## src/rtl/im_fetch_ctrl.sv

```systemverilog
// rtl/im_fetch_ctrl.sv - instruction-fetch sequencer with 2-entry fetch queue and redirect flush
// Optional out-of-range fetch check: define IM_FETCH_ADDR_CHECK_EN.
module im_fetch_ctrl #(
    parameter logic [31:0] RESET_PC = 32'h0000_3000,
    parameter int          IM_WORDS = 128
) (
    input  logic        clk,
    input  logic        rst,
    input  logic        start,
    input  logic        halt,
    input  logic        redirect_valid,
    input  logic [31:0] redirect_pc,
    output logic [9:0]  im_addr,
    input  logic [31:0] im_dout,
    output logic        if_valid,
    output logic [31:0] if_instr,
    output logic [31:0] if_pc,
    input  logic        id_ready,
    output logic [31:0] fetch_cnt,
    output logic [1:0]  state,
    output logic        addr_err
);

    typedef enum logic [1:0] {
        S_IDLE = 2'b00,
        S_RUN  = 2'b01,
        S_HALT = 2'b10,
        S_ERR  = 2'b11
    } state_t;

    state_t      state_q, state_d;
    logic [31:0] pc;
    logic [1:0]  count;
    logic [31:0] q0_pc, q0_instr, q1_pc, q1_instr;
    logic        pop, push_req, push, range_err, wr_slot1;

    if (IM_WORDS < 1 || IM_WORDS > 1024) begin : g_bad_words
        $error("IM_WORDS must be within 1..1024");
    end

    // Byte-offset bits of the redirect target are dropped by word alignment.
    logic unused_redirect_bits;
    assign unused_redirect_bits = &{1'b0, redirect_pc[1:0]};

    assign im_addr  = pc[11:2];
    assign if_valid = (count != 2'd0);
    assign if_pc    = q0_pc;
    assign if_instr = q0_instr;
    assign state    = state_q;

    assign pop      = if_valid && id_ready;
    assign push_req = (state_q == S_RUN) && !redirect_valid && ((count != 2'd2) || pop);

`ifdef IM_FETCH_ADDR_CHECK_EN
    logic [29:0] word_off;
    // Addresses below RESET_PC wrap to a huge offset and are caught as well.
    assign word_off  = pc[31:2] - RESET_PC[31:2];
    assign range_err = push_req && (word_off >= 30'(IM_WORDS));
`else
    assign range_err = 1'b0;
`endif

    assign push     = push_req && !range_err;
    // After the pop shift, the new word lands right behind what remains.
    assign wr_slot1 = ((count == 2'd2) && pop) || ((count == 2'd1) && !pop);

    always_ff @(posedge clk) begin
        if (rst) begin
            state_q <= S_IDLE;
        end else begin
            state_q <= state_d;
        end
    end

    always_comb begin
        state_d = state_q;
        if (!redirect_valid) begin
            case (state_q)
                S_IDLE:  if (start) state_d = S_RUN;
                S_RUN: begin
                    if (range_err)  state_d = S_ERR;
                    else if (halt)  state_d = S_HALT;
                end
                S_HALT:  if (start) state_d = S_RUN;
                default: state_d = S_ERR;
            endcase
        end
    end

    always_ff @(posedge clk) begin
        if (rst) begin
            pc        <= RESET_PC;
            count     <= 2'd0;
            q0_pc     <= 32'd0;
            q0_instr  <= 32'd0;
            q1_pc     <= 32'd0;
            q1_instr  <= 32'd0;
            fetch_cnt <= 32'd0;
            addr_err  <= 1'b0;
        end else if (redirect_valid) begin
            count <= 2'd0;
            pc    <= {redirect_pc[31:2], 2'b00};
        end else begin
            if (range_err) begin
                addr_err <= 1'b1;
            end
            if (pop && (count == 2'd2)) begin
                q0_pc    <= q1_pc;
                q0_instr <= q1_instr;
            end
            if (push) begin
                if (wr_slot1) begin
                    q1_pc    <= pc;
                    q1_instr <= im_dout;
                end else begin
                    q0_pc    <= pc;
                    q0_instr <= im_dout;
                end
                pc        <= pc + 32'd4;
                fetch_cnt <= fetch_cnt + 32'd1;
            end
            count <= count + {1'b0, push} - {1'b0, pop};
        end
    end

endmodule

```

## config.mk

```make
export PLATFORM = sky130hd
export DESIGN_NAME = im_fetch_ctrl
export DESIGN_NICKNAME = d
export VERILOG_FILES = /design/src/rtl/im_fetch_ctrl.sv
export SDC_FILE = /design/constraint.sdc
export NUM_CORES = 1
export LEC_CHECK = 0
export CORE_MARGIN = 1.5
export CORE_UTILIZATION = 54
export CTS_CLUSTER_SIZE = 8
export DETAILED_ROUTE_END_ITERATION = 16
export GPL_TIMING_DRIVEN = 0
export PLACE_DENSITY = 0.82
export SETUP_SLACK_MARGIN = 0.15
export SLEW_MARGIN = 20
export SYNTH_ARGS = -nofsm -noshare
export SYNTH_HDL_FRONTEND = slang
export SYNTH_SLANG_ARGS = --single-unit
```

## constraint.sdc

```tcl
create_clock -name clk -period 4 [get_ports clk]
set_input_delay 0.8 -clock clk [delete_from_list [all_inputs] [get_ports clk]]
set_output_delay 0.8 -clock clk [all_outputs]
set_load 0.005 [all_outputs]
```

==> metrics.yaml <==
status:
  status: "complete, no violations"
synth:
  yosys.area.top_type: "dfxtp_1"
  syn_nets: 1042
  synth_area_sq_um: 8090
  synth_cell_type_count: 54
  yosys_warnings: 0
  ys_seq_area_share_pct: 47.5
  synthesis.instances: 968
  async_flop_share_pct: 0
  synth_seq_cells: 192
  yosys-top-cells-area: "dfxtp_1 48%, nor2_1 8.3%, nand2_1 7.1%"
  syn_area_per_cell_sq_um: 8.36
  synth_top_area_share_pct: 47.5
  synth_flop_cell: "dfxtp_1"
  synth-edff-count: 0
place:
  globalplace.congestion: 0.902
  placed_cells: 1327
  place_hpwl_um: 16000
  io_buffers: 175
clock_network:
  htreeDepth: 4
  cts_hold_buf: 0
  clk_pin_slew_worst_paths_ns: 0.07
  cts_tree: "yes"
  clockBufferDepth: 2
  clockRootBuffer: "clkbuf_16"
  clk-insertion-delay-late_ns: 0.43
  numCtsBuffers: 17
  post_cts_buffers: 0
  cts_resized: 0
  clock-sinks: 192
worst_setup_path:
  worst-path-max-fanout: 10
  cp-end-kind: "flop"
  crit_path_max_incr_delay_ns: 0.61
  path_class: "primary input to flop"
  required_ns: 4.34
  cp_slowest_cell: "clkdlybuf4s50_1"
  reg2reg_from: "state[0]$_SDFFE_PP0P_"
  timing.reg2reg.setup_slack_ns: 1.46
  ff2ff_path_depth: 6
  rr_endpoint: "if_pc[30]$_SDFFE_PP0N_"
  critPathArrivalTime_ns: 3.46
  startpoint_type: "primary input"
  path_cells: "clkdlybuf4s50_1 -> nor3b_2 -> nand4_1 -> nand2_1 -> clkbuf_1 -> nor2_1 -> nor4_1"
route:
  dr.pass1.iters: 5
  drt_first_iter_violations: 748
  vias_per_cell: 5.76
  wl_per_cell_um: 16.8
  drt_wl_total_um: 22900
  dr_total_vias: 7824
  drc: 0
  postRouteAntennaNets: 0
die:
  fp.dieW_um: 125
  start_util_pct: 55.4
  dieArea_sq_um: 15700
  ioPinCount: 180
  row_count: 44
  core-area_sq_um: 14600
  die_h_um: 125
power:
  ir_drop_uv: 286
  leakage_nw: 3.77
  p_total_w: 0.00416
  power_density_nw_per_um2: 390
global_route:
  overflow: 0
  grt_pass1_vias: 7152
  track_usage_pct: 28.5
  grt_pass1_wl_um: 36100
  grt_max_degree: 17
  antenna_found_initial: 0
final_layout:
  n_antenna_cell: 0
  nFillCells: 1134
  final_util_pct: 73.1
  seq_area_sq_um: 3840
  multi_input_area_sq_um: 3830
  syn_to_final_growth_pct: 31.8
  fin_cells: 1359
  final_nets: 1236
  drive_above_1_share_pct: 7.40
timing:
  fin_setup_tns_ns: 0
  finalHoldViolations: 0
  worstMarginPinSlew_ns: 0.712
  report.final.slew_viol_count: 0
  relSlewSlack_pct: 52.6
  fin_crit_ns: 3.11
  finalCritPeriodShare_pct: 77.8
  rsz0062_at_grt: "false"
  finalSetupViolCount: 0
  max_freq_mhz: 321
  skew_ns: 0.00763
hold_path:
  hold_depth: 2
  worstHoldStart: "q1_pc[10]$_SDFFE_PP0P_"
  hold_path.class: "flop to flop"
  holdPathEnd: "q1_pc[10]$_SDFFE_PP0P_"
run:
  cap_viol_max_count: 0
==> state kept, by name, summed over array words and instances, names as in the netlist <==
| name | flops |
|---|---|
| fetch_cnt | 32 |
| if_instr | 32 |
| if_pc | 32 |
| q1_instr | 32 |
| pc | 30 |
| q1_pc | 30 |
| count | 2 |
| state | 2 |
==> worst max-delay path, delay by kind of cell <==
kind	cells	cell delay, ns
buf+inv	2	1.06
simple gates	5	1.59
==> per-stage QoR <==
step	setup slack, ns	area (sq um)	hold slack (ns)
floorplan	1.74	8090	0.436
global placement	0.500	10100	0.441
detailed placement	0.459	10100	0.446
CTS	0.905	10700	0.455
global route	0.774	10700	0.467
finish	0.889	10700	0.453
==> worst max-delay path by stage <==
stage	from	cells after the start	slack [ns]	to
floorplan	id_ready	9	1.74	count[1]$_SDFF_PP0_
global placement	redirect_valid	7	0.50	if_pc[30]$_SDFFE_PP0N_
detailed placement	redirect_valid	7	0.46	if_pc[30]$_SDFFE_PP0N_
CTS	redirect_valid	7	0.90	if_pc[30]$_SDFFE_PP0N_
global route	redirect_valid	7	0.77	if_pc[30]$_SDFFE_PP0N_
finish	redirect_valid	7	0.89	if_pc[30]$_SDFFE_PP0N_
==> placed cells by master, fill, tap and decap left out, types with 3 or more instances in the layout <==
| cell type | Yosys | routed |
|---|---|---|
| dfxtp_1 | 192 | 192 |
| nor2_1 | 178 | 178 |
| clkdlybuf4s50_1 | 0 | 175 |
| nand2_1 | 152 | 152 |
| a21oi_1 | 72 | 72 |
| o221ai_1 | 59 | 59 |
| clkbuf_1 | 41 | 42 |
| xnor2_1 | 28 | 28 |
| xor2_1 | 27 | 27 |
| nand4_1 | 24 | 24 |
| buf_2 | 22 | 22 |
| nand3_1 | 20 | 20 |
| a211oi_1 | 18 | 18 |
| clkbuf_16 | 0 | 17 |
| and3_1 | 15 | 15 |
| nor3_1 | 15 | 15 |
| buf_4 | 12 | 12 |
| inv_1 | 9 | 9 |
| o21ai_0 | 9 | 9 |
| o21a_1 | 8 | 8 |
| and4_1 | 6 | 6 |
| and2_1 | 5 | 5 |
| nor4_1 | 5 | 5 |
| clkinv_2 | 0 | 5 |
| nor4_2 | 4 | 4 |
| or3_1 | 4 | 4 |
| ha_1 | 4 | 4 |
| nor2b_1 | 3 | 3 |
| clkinvlp_4 | 0 | 3 |
| bufinv_16 | 0 | 3 |
==> Yosys cell counts (3+ instances only) <==
cell type  count
nor4_1         5
nand4_1       24
nor4_2         4
nor3_1        15
and4_1         6
buf_4         12
o221ai_1      59
dfxtp_1      192
ha_1           4
and2_1         5
clkbuf_1      41
nand3_1       20
xor2_1        27
a211oi_1      18
and3_1        15
inv_1          9
o21a_1         8
xnor2_1       28
a21oi_1       72
or3_1          4
o21ai_0        9
nand2_1      152
nor2_1       178
buf_2         22
nor2b_1        3
==> routing by layer <==
| metal | GRT usage (%) | share of wire, % | routed length (um) | up-vias |
|---|---|---|---|---|
| li1 | - | - | - | 3738 |
| met1 | 37.6 | 43 | 9750 | 3669 |
| met2 | 44.7 | 46 | 10400 | 356 |
| met3 | 7.57 | 8.7 | 1990 | 61 |
| met4 | 11.2 | 3.1 | 701 | 0 |
| met5 | 0 | 0 | 0 | - |
==> final cells by class <==
| cell class | count | area share, % |
|---|---|---|
| sequential | 192 | 36.0 |
| multi-input combinational | 688 | 36.0 |
| timing repair buffer | 175 | 16.4 |
| clock buffer | 18 | 4.02 |
| buffer | 77 | 3.46 |
| tap | 184 | 2.16 |
| clock inverter | 14 | 1.54 |
| inverter | 11 | 0.387 |
==> power by group <==
part / total [W] / switching [W] / internal [W]
sequential: 0.00203 / 0.0000585 / 0.00197
combinational: 0.000402 / 0.000187 / 0.000215
clock: 0.00173 / 0.000750 / 0.000982
total: 0.00416 / 0.000996 / 0.00317
==> cell families after synthesis <==
family                   after synthesis  synth area share (%)
AO/OA/AOI/OAI                        178                  15.0
XOR/XNOR                              55                  5.96
adder cells (fa/ha/maj)                4                 0.619
buffers and inverters                 88                  5.07
flip-flops                           192                  47.5
multiplexers                           2                 0.263
other                                  1                0.0464
AND/OR/NAND/NOR                      448                  25.5
(Power assumes the default switching activity.)
